--- src/rtl/sync_fifo_if.sv ---
// sync_fifo_if: handshake/data bundle for sync_fifo.
//   master : drives flush, wr_en, wr_data, rd_en (producer/consumer side)
//   slave  : the FIFO; drives rd_data, full, empty, almost_full, count
//            (plus overflow/underflow when SYNC_FIFO_ERR_EN is defined)
interface sync_fifo_if #(
  parameter int WIDTH = 64,
  parameter int DEPTH = 8
);
  logic                     flush;
  logic                     wr_en;
  logic [WIDTH-1:0]         wr_data;
  logic                     rd_en;
  logic [WIDTH-1:0]         rd_data;
  logic                     full;
  logic                     empty;
  logic                     almost_full;
  logic [$clog2(DEPTH):0]   count;
`ifdef SYNC_FIFO_ERR_EN
  logic                     overflow;
  logic                     underflow;
`endif

  modport master (
    output flush, wr_en, wr_data, rd_en,
    input  rd_data, full, empty, almost_full, count
`ifdef SYNC_FIFO_ERR_EN
    , input overflow, underflow
`endif
  );

  modport slave (
    input  flush, wr_en, wr_data, rd_en,
    output rd_data, full, empty, almost_full, count
`ifdef SYNC_FIFO_ERR_EN
    , output overflow, underflow
`endif
  );
endinterface

--- src/rtl/sync_fifo.sv ---
// sync_fifo: single-clock circular-buffer FIFO, first-word-fall-through.
// Ports:
//   clk   - clock, rising edge
//   rst_n - asynchronous active-low reset (clears pointers, count, storage)
//   bus   - sync_fifo_if.slave: flush, wr_en/wr_data push, rd_en pop,
//           rd_data (oldest entry), full/empty/almost_full, count
// Build option: define SYNC_FIFO_ERR_EN to add sticky overflow/underflow
//   flags (set by an ignored push/pop, cleared by reset or flush).
module sync_fifo #(
  parameter int WIDTH        = 64,
  parameter int DEPTH        = 8,
  parameter int AFULL_THRESH = DEPTH - 2
) (
  input  logic        clk,
  input  logic        rst_n,
  sync_fifo_if.slave  bus
);
  localparam int AW = $clog2(DEPTH);
  localparam int CW = AW + 1;

  logic [WIDTH-1:0] mem [DEPTH];
  logic [AW-1:0]    rd_ptr;
  logic [AW-1:0]    wr_ptr;
  logic [CW-1:0]    count;
  logic             full;
  logic             empty;
  logic             push_ok;
  logic             pop_ok;

  // Flags come only from the count register, so no wr_en/rd_en path reaches them.
  assign full    = (count == CW'(DEPTH));
  assign empty   = (count == '0);
  assign push_ok = bus.wr_en & ~full;
  assign pop_ok  = bus.rd_en & ~empty;

  always_ff @(posedge clk or negedge rst_n) begin
    if (!rst_n) begin
      rd_ptr <= '0;
      wr_ptr <= '0;
      count  <= '0;
    end else if (bus.flush) begin
      rd_ptr <= '0;
      wr_ptr <= '0;
      count  <= '0;
    end else begin
      // DEPTH is a power of two, so natural pointer overflow is the wrap.
      if (push_ok) wr_ptr <= wr_ptr + AW'(1);
      if (pop_ok)  rd_ptr <= rd_ptr + AW'(1);
      if (push_ok && !pop_ok)      count <= count + CW'(1);
      else if (pop_ok && !push_ok) count <= count - CW'(1);
    end
  end

  always_ff @(posedge clk or negedge rst_n) begin
    if (!rst_n) begin
      for (int i = 0; i < DEPTH; i++) mem[i] <= '0;
    end else if (push_ok && !bus.flush) begin
      mem[wr_ptr] <= bus.wr_data;
    end
  end

  assign bus.rd_data     = mem[rd_ptr];
  assign bus.full        = full;
  assign bus.empty       = empty;
  assign bus.almost_full = (count >= CW'(AFULL_THRESH));
  assign bus.count       = count;

`ifdef SYNC_FIFO_ERR_EN
  logic overflow;
  logic underflow;

  always_ff @(posedge clk or negedge rst_n) begin
    if (!rst_n) begin
      overflow  <= 1'b0;
      underflow <= 1'b0;
    end else if (bus.flush) begin
      overflow  <= 1'b0;
      underflow <= 1'b0;
    end else begin
      if (bus.wr_en && full)  overflow  <= 1'b1;
      if (bus.rd_en && empty) underflow <= 1'b1;
    end
  end

  assign bus.overflow  = overflow;
  assign bus.underflow = underflow;
`endif
endmodule

--- src/flat_wrapper.sv ---
// flat-port wrapper written by rule: the top's interface ports become plain ports
module sync_fifo_flat 
#(
  parameter int WIDTH        = 64,
  parameter int DEPTH        = 8,
  parameter int AFULL_THRESH = DEPTH - 2
)
  (clk, rst_n, bus_flush, bus_wr_en, bus_wr_data, bus_rd_en, bus_rd_data, bus_full, bus_empty, bus_almost_full, bus_count);
  sync_fifo_if #(.WIDTH(WIDTH), .DEPTH(DEPTH)) bus_i ();
  input  logic clk;
  input  logic rst_n;
  input wire logic [$bits(bus_i.flush)-1:0] bus_flush;
  input wire logic [$bits(bus_i.wr_en)-1:0] bus_wr_en;
  input wire logic [$bits(bus_i.wr_data)-1:0] bus_wr_data;
  input wire logic [$bits(bus_i.rd_en)-1:0] bus_rd_en;
  output wire logic [$bits(bus_i.rd_data)-1:0] bus_rd_data;
  output wire logic [$bits(bus_i.full)-1:0] bus_full;
  output wire logic [$bits(bus_i.empty)-1:0] bus_empty;
  output wire logic [$bits(bus_i.almost_full)-1:0] bus_almost_full;
  output wire logic [$bits(bus_i.count)-1:0] bus_count;
  assign bus_i.flush = bus_flush;
  assign bus_i.wr_en = bus_wr_en;
  assign bus_i.wr_data = bus_wr_data;
  assign bus_i.rd_en = bus_rd_en;
  assign bus_rd_data = bus_i.rd_data;
  assign bus_full = bus_i.full;
  assign bus_empty = bus_i.empty;
  assign bus_almost_full = bus_i.almost_full;
  assign bus_count = bus_i.count;
  sync_fifo #(.WIDTH(WIDTH), .DEPTH(DEPTH), .AFULL_THRESH(AFULL_THRESH)) u_core (.clk(clk), .rst_n(rst_n), .bus(bus_i));
endmodule
--- config.mk ---
export PLATFORM = sky130hd
export DESIGN_NAME = sync_fifo_flat
export DESIGN_NICKNAME = d
export VERILOG_FILES = /design/src/rtl/sync_fifo_if.sv /design/src/rtl/sync_fifo.sv /design/src/flat_wrapper.sv
export SDC_FILE = /design/constraint.sdc
export NUM_CORES = 1
export LEC_CHECK = 0
export CORE_MARGIN = 3
export CORE_UTILIZATION = 45
export CTS_CLUSTER_SIZE = 40
export DETAILED_ROUTE_END_ITERATION = 16
export GPL_ROUTABILITY_DRIVEN = 0
export HOLD_SLACK_MARGIN = 0.12
export PLACE_DENSITY_LB_ADDON = 0.25
export SLEW_MARGIN = 20
export SYNTH_ARGS = -nofsm -noshare
export SYNTH_HDL_FRONTEND = slang
export SYNTH_SLANG_ARGS = --single-unit
--- constraint.sdc ---
create_clock -name clk -period 3.57 [get_ports clk]
set_clock_uncertainty 0.15 [all_clocks]
set_input_delay 0.357 -clock clk [delete_from_list [all_inputs] [get_ports clk]]
set_output_delay 0.357 -clock clk [all_outputs]
set_load 0.05 [all_outputs]
[Yosys cells after proc, flatten, opt, wreduce, memory -nomap -nowiden]
Index checks and enable logic that the tools add are counted.
Operators by class
  $add $sub $neg: 4
  order comparisons: 4
  equal/unequal tests: 1
  mux-type cells: 13
  bitwise logic cells: 6
  reduce and logical (&&, ||, !) cells: 11
Operator list (count)
  512-bit bitwise mux: 1
  64-bit binary-select mux with 3-bit select: 1
  64-bit demux with 3-bit select: 1
  64-bit 2-to-1 mux: 3
  3-bit 2-to-1 mux: 4
  4-bit 2-to-1 mux: 3
  4-bit >= comparator, second input constant: 2
  3-bit inverter with 4-bit output: 2
  3-bit by 1-bit adder with 3-bit output, second input constant: 2
  4-bit by 1-bit adder with 4-bit output, second input constant: 1
  4-bit equality test, second input constant: 1
  4-bit by 3-bit >= comparator with 1-bit output, second input constant: 1
  1-bit logical AND: 4
  4-bit zero test: 1
  4-bit by 1-bit < comparator with 1-bit output, second input constant: 1
  2-bit nonzero test: 2
  4-bit by 1-bit subtractor with 4-bit output, second input constant: 1
  1-bit zero test: 3
  3-bit nonzero test: 1
  1-bit AND: 2
  1-bit inverter: 2
Storage, ports and cells
  register bits: 522
  logic and storage cells: 50

[Logic depth before layout (Yosys ltp)]
  depth in word-level cells: 8
  depth in mapped cells: 8

[Worst setup path before layout]
OpenSTA, ideal clock, no wires.
  kind: register to register
  start: register u_core.count[1], in the netlist u_core.bus.count[1]
  end: register u_core.count[3], in the netlist u_core.bus.count[3]
  library setup time: 0.132 ns
  data arrival time: 2.570 ns
  required time: 3.288 ns
  slack: 0.718 ns
  cell stages (with the launch flop): 9
  buffers on the path: 0
  period minus slack after synthesis: 2.852 ns
  path through: dfrtp_1 -> or3_1 -> o21ai_0 -> nand3_1 -> ha_1 -> a21o_1 -> a21oi_1 -> mux2i_1 -> nand4_1
On the way
  cells in the longest elaborated chain, start to end: 7
RTL lines
  start: declaration: line sync_fifo.sv:24  | logic [CW-1:0] count;
  start signal: assignment: line sync_fifo.sv:49  | if (push_ok && !pop_ok) count <= count + CW'(1);
  start signal: assignment: line sync_fifo.sv:50  | else if (pop_ok && !push_ok) count <= count - CW'(1);
  branches (longest 7 deep; another with 4-bit by 1-bit subtractor with 4-bit output)
Several ways; the timed one is not identified. The select of a mux whose other input is x is not followed.
A chain may end at the register's enable or synchronous reset.

[Worst setup path after layout]
  start: register u_core.rd_ptr[1]
  end: output port bus_rd_data[40]
On the way
  cells in the longest elaborated chain, start to end: 4
RTL lines
  start: declaration: line sync_fifo.sv:22  | logic [AW-1:0] rd_ptr;
  start signal: assignment: line sync_fifo.sv:48  | if (pop_ok) rd_ptr <= rd_ptr + AW'(1);
  3-bit inverter with 4-bit output (not written as such): line sync_fifo.sv:62  | assign bus.rd_data = mem[rd_ptr];
  64-bit binary-select mux with 3-bit select: line sync_fifo.sv:62
  64-bit 2-to-1 mux (not written as such) (2 in series): line sync_fifo.sv:62
  end: declaration: line flat_wrapper.sv:16  | output wire logic [$bits(bus_i.rd_data)-1:0] bus_rd_data;
No other way between the ends. The select of a mux whose other input is x is not followed.

==> out/qor.log <==
[layout] number of standard cells in the final layout excluding fillers 2264
[place] Cell Count Post-Placement 2155
[timing] endpoints failing hold 0
[floorplan] Ports 140
[pwr] net switching component of the power 7.80 mW
[worst_setup_path] Required @ worst endpoint 3060 ps
[global_route] remaining global-route overflow 0
[pwr] Pleak 12.5 nW
[clock_tree] count of H-tree levels built during CTS 2
[global_route] number of antenna violations at the first check in global routing 3
[detailed_routing] detailed-routed wire length on met3 1950 um
[clock_tree] clock insertion delay at the later pin of the skew report 600 ps
[pwr] part of the power in combinational logic 38.7%
[worst_setup_path] Worst EP arrival 2890 ps
[layout] fill count 4148
[pwr] Internal Power 15.0 mW
[timing] portion of the clock cycle consumed by the worst path in the final layout 95.2%
[clock_tree] CTS Buf Count 56
[synth] average size of a mapped cell 17.1 sq um
[detailed_routing] post-route DRC violation count 0
[worst_hold_path] worst min-delay path category in -> async
[synth] leading post-synthesis cells by cell area dfrtp_1 (55%), mux2_2 (24%), mux4_2 (12%)
[timing] achievable frequency 294 MHz
[place] post-place instance area 25900 sq um
[pwr] Sw Share 34.3%
[detailed_routing] uppermost metal layer occupied by signal nets met5
[worst_setup_path] Setup crit end kind output pin
[synth] most common flop cell mapped by yosys dfrtp_1
[layout] most common cell after layout, fill and taps aside dfrtp_1
[worst_setup_path] worst setup path category reg -> out
[floorplan] starting density of the core 45.9%
[synth] most area-hungry cell type in the Yosys netlist dfrtp_1
[clock_tree] clk buf depth 3
[detailed_routing] Detail Route Antenna Nets 0
[floorplan] floorplan die height 236 um
[clock_tree] library cell used as clock root buffer clkbuf_16
[place] worst slack after detailed placement 591 ps
[clock_tree] Gates resized, CTS repair 0
[pwr] sequential share of power 36.1%
[pwr] post-layout power 22.8 mW
[detailed_routing] total wire length 51400 um
[detailed_routing] average via count per standard cell 5.60
[worst_setup_path] maximum fanout along the worst path 22
[floorplan] total die area 55500 sq um
[synth] distinct cell type count of the synthesized netlist 41
[timing] worst rel slew slack 51.2%
[clock_tree] CTS sink cnt 522
[layout] commonest cells after routing, fill and taps aside dfrtp_1 (519), mux2_2 (506), mux4_2 (128)
[synth] fraction of post-synthesis cell area in the top cell type by area 55.1%
[layout] area occupied by registers 13100 sq um
[global_route] maximum number of pins on one net before global-route repair 86
[synth] FF+latch count, synth 522
[pwr] clock power share 25.2%
[detailed_routing] Routed WL per cell 22.7 um
[clock_tree] TritonCTS clock tree built
[layout] Post-Route Utilization 53.8%
[synth] Post-synth EDFFs 0
[timing] Worst-Margin Slew 732 ps
[layout] layout overhead on the synthesized area 17.3%
[synth] Mapped Nets 1463
[timing] Min Hold Slack 235 ps
[global_route] global-route wire length before repair 82700 um
[place] detailed placement HPWL 29900 um
[synth] Yosys warning total 0
[timing] endpoints failing setup 0
[floorplan] chip width 236 um
[timing] smallest setup slack after layout 170 ps
[detailed_routing] First DRT Iteration DRCs 515
[detailed_routing] router iterations before antenna repair 4
[pwr] power density of the placed cells 818 nW/um^2
[run_status] run status completed
[synth] fraction of the yosys area taken by sequential cells 55.1%
[layout] Design Area, Final 27800 sq um
[layout] number of nets in the final layout 1613
[detailed_routing] met2 wire len 25900 um
[detailed_routing] routed vias 12671
[timing] unrepaired setup endpoints after global routing no
[timing] Total Neg Setup Slack 0 ps
[job] total of max-cap violations 0
[timing] shortest period the worst path allows 3400 ps
[floorplan] number of placement rows 83
[synth] ys async rst share 100%
[synth] area of the mapped netlist 23700 sq um
[layout] multi-input combinational cell area 10100 sq um
[pwr] worst vdd rail ir drop 0.618 mV
[floorplan] placeable core region 51700 sq um
[detailed_routing] metal1 wirelength 22600 um
[clock_tree] Clock transition at path regs 60 ps
[place] number of port buffers 139
[synth] post-synthesis instance total 1389
[global_route] all-layer global routing usage 18.8%
[timing] Final Slew Violations 0
[global_route] vias in the first global route 13918
[layout] share of post-route cells with drive strength above 1 55.9%
[worst_setup_path] CP Launch Type register
## cell type report
cell class,count,area share (%)
Sequential cell,522,47.0
Multi-Input combinational cell,769,36.3
Timing Repair Buffer,186,6.99
Clock buffer,89,6.17
Tap cell,680,3.06
Clock inverter,12,0.409
Inverter,4,0.0540
Antenna cell,2,0.0180
## routing by layer
layer | track usage, % | vias up
met5 | 0 | -
met4 | 4.07 | 2
met3 | 3.85 | 70
met2 | 32.4 | 169
met1 | 24.8 | 6901
li1 | - | 5529
## worst paths after layout
kind | cells after the start | slack [ps] | end | startpoint
max | 4 | 170 | bus_rd_data[40] | u_core.rd_ptr[1]
min in group clk | 2 | 260 | u_core.wr_ptr[2] | bus_flush
max reg2reg | 8 | 650 | u_core.bus.count[3] | u_core.bus.count[1]
max in group asynchronous | 4 | 1980 | u_core.mem[481] | rst_n
min reg2reg | 1 | 340 | u_core.mem[445] | u_core.mem[445]
min | 2 | 240 | u_core.mem[462] | rst_n
## worst max-delay path, cell delays in order (launching register included)
cell and delay, ps:
dfrtp_4 690, buf_12 270, mux4_2 320, mux2_2 270, clkdlybuf4s50_1 720
## power by group through the flow
stage	sequential, mW	clock [mW]	combinational, mW
5_1_grt	8.40	6.16	9.34
6_report	8.22	5.73	8.80
4_1_cts	8.24	5.90	8.92
3_3_place_gp	8.28	0	8.69
2_1_floorplan	8.04	0	6.50
3_5_place_dp	8.37	0	8.79
## registers in the layout, summed over array words and instances, names as in the netlist
register,flops
u_core.bus.count,4
u_core.mem,512
u_core.wr_ptr,3
u_core.rd_ptr,3
## cells in the mapped netlist (2+ instances only)
| library cell | count |
|---|---|
| mux2_2 | 506 |
| buf_1 | 8 |
| dfrtp_1 | 522 |
| nand3b_1 | 2 |
| nor3b_1 | 5 |
| mux2_4 | 60 |
| nor2_1 | 11 |
| inv_1 | 4 |
| xor2_1 | 4 |
| ha_1 | 4 |
| nand3_1 | 3 |
| or3_1 | 2 |
| buf_2 | 46 |
| mux2i_1 | 4 |
| mux4_2 | 128 |
| a21o_1 | 2 |
| clkbuf_1 | 21 |
| buf_12 | 7 |
| a211oi_1 | 2 |
| nand2_1 | 5 |
| xnor2_1 | 2 |
| a21oi_1 | 2 |
| buf_4 | 12 |
| mux2_1 | 10 |
## what timing repair did
action	4_1_cts	5_1_grt
setup endpoints to repair	13	11
cloned	0	0
pin swaps	0	0
endpoints found under the hold margin	76	0
setup buffers	4	1
hold buffers	1	0
## cells by family (layout without fill, tap and decap cells)
family                     after synthesis  count (layout)  synth area share, %
AOI/OAI and AO/OA                       10              10                0.295
and+or+nand+nor                         40              40                 1.02
DFF                                    522             522                 55.1
buffers and inverters                   98             291                 2.46
muxes                                  708             708                 40.6
adders and majority gates                5               5                0.295
xor gates and xnor gates                 6               6                0.222
other                                    0               2                    0
Note: power is estimated with default switching activity, not from simulation.
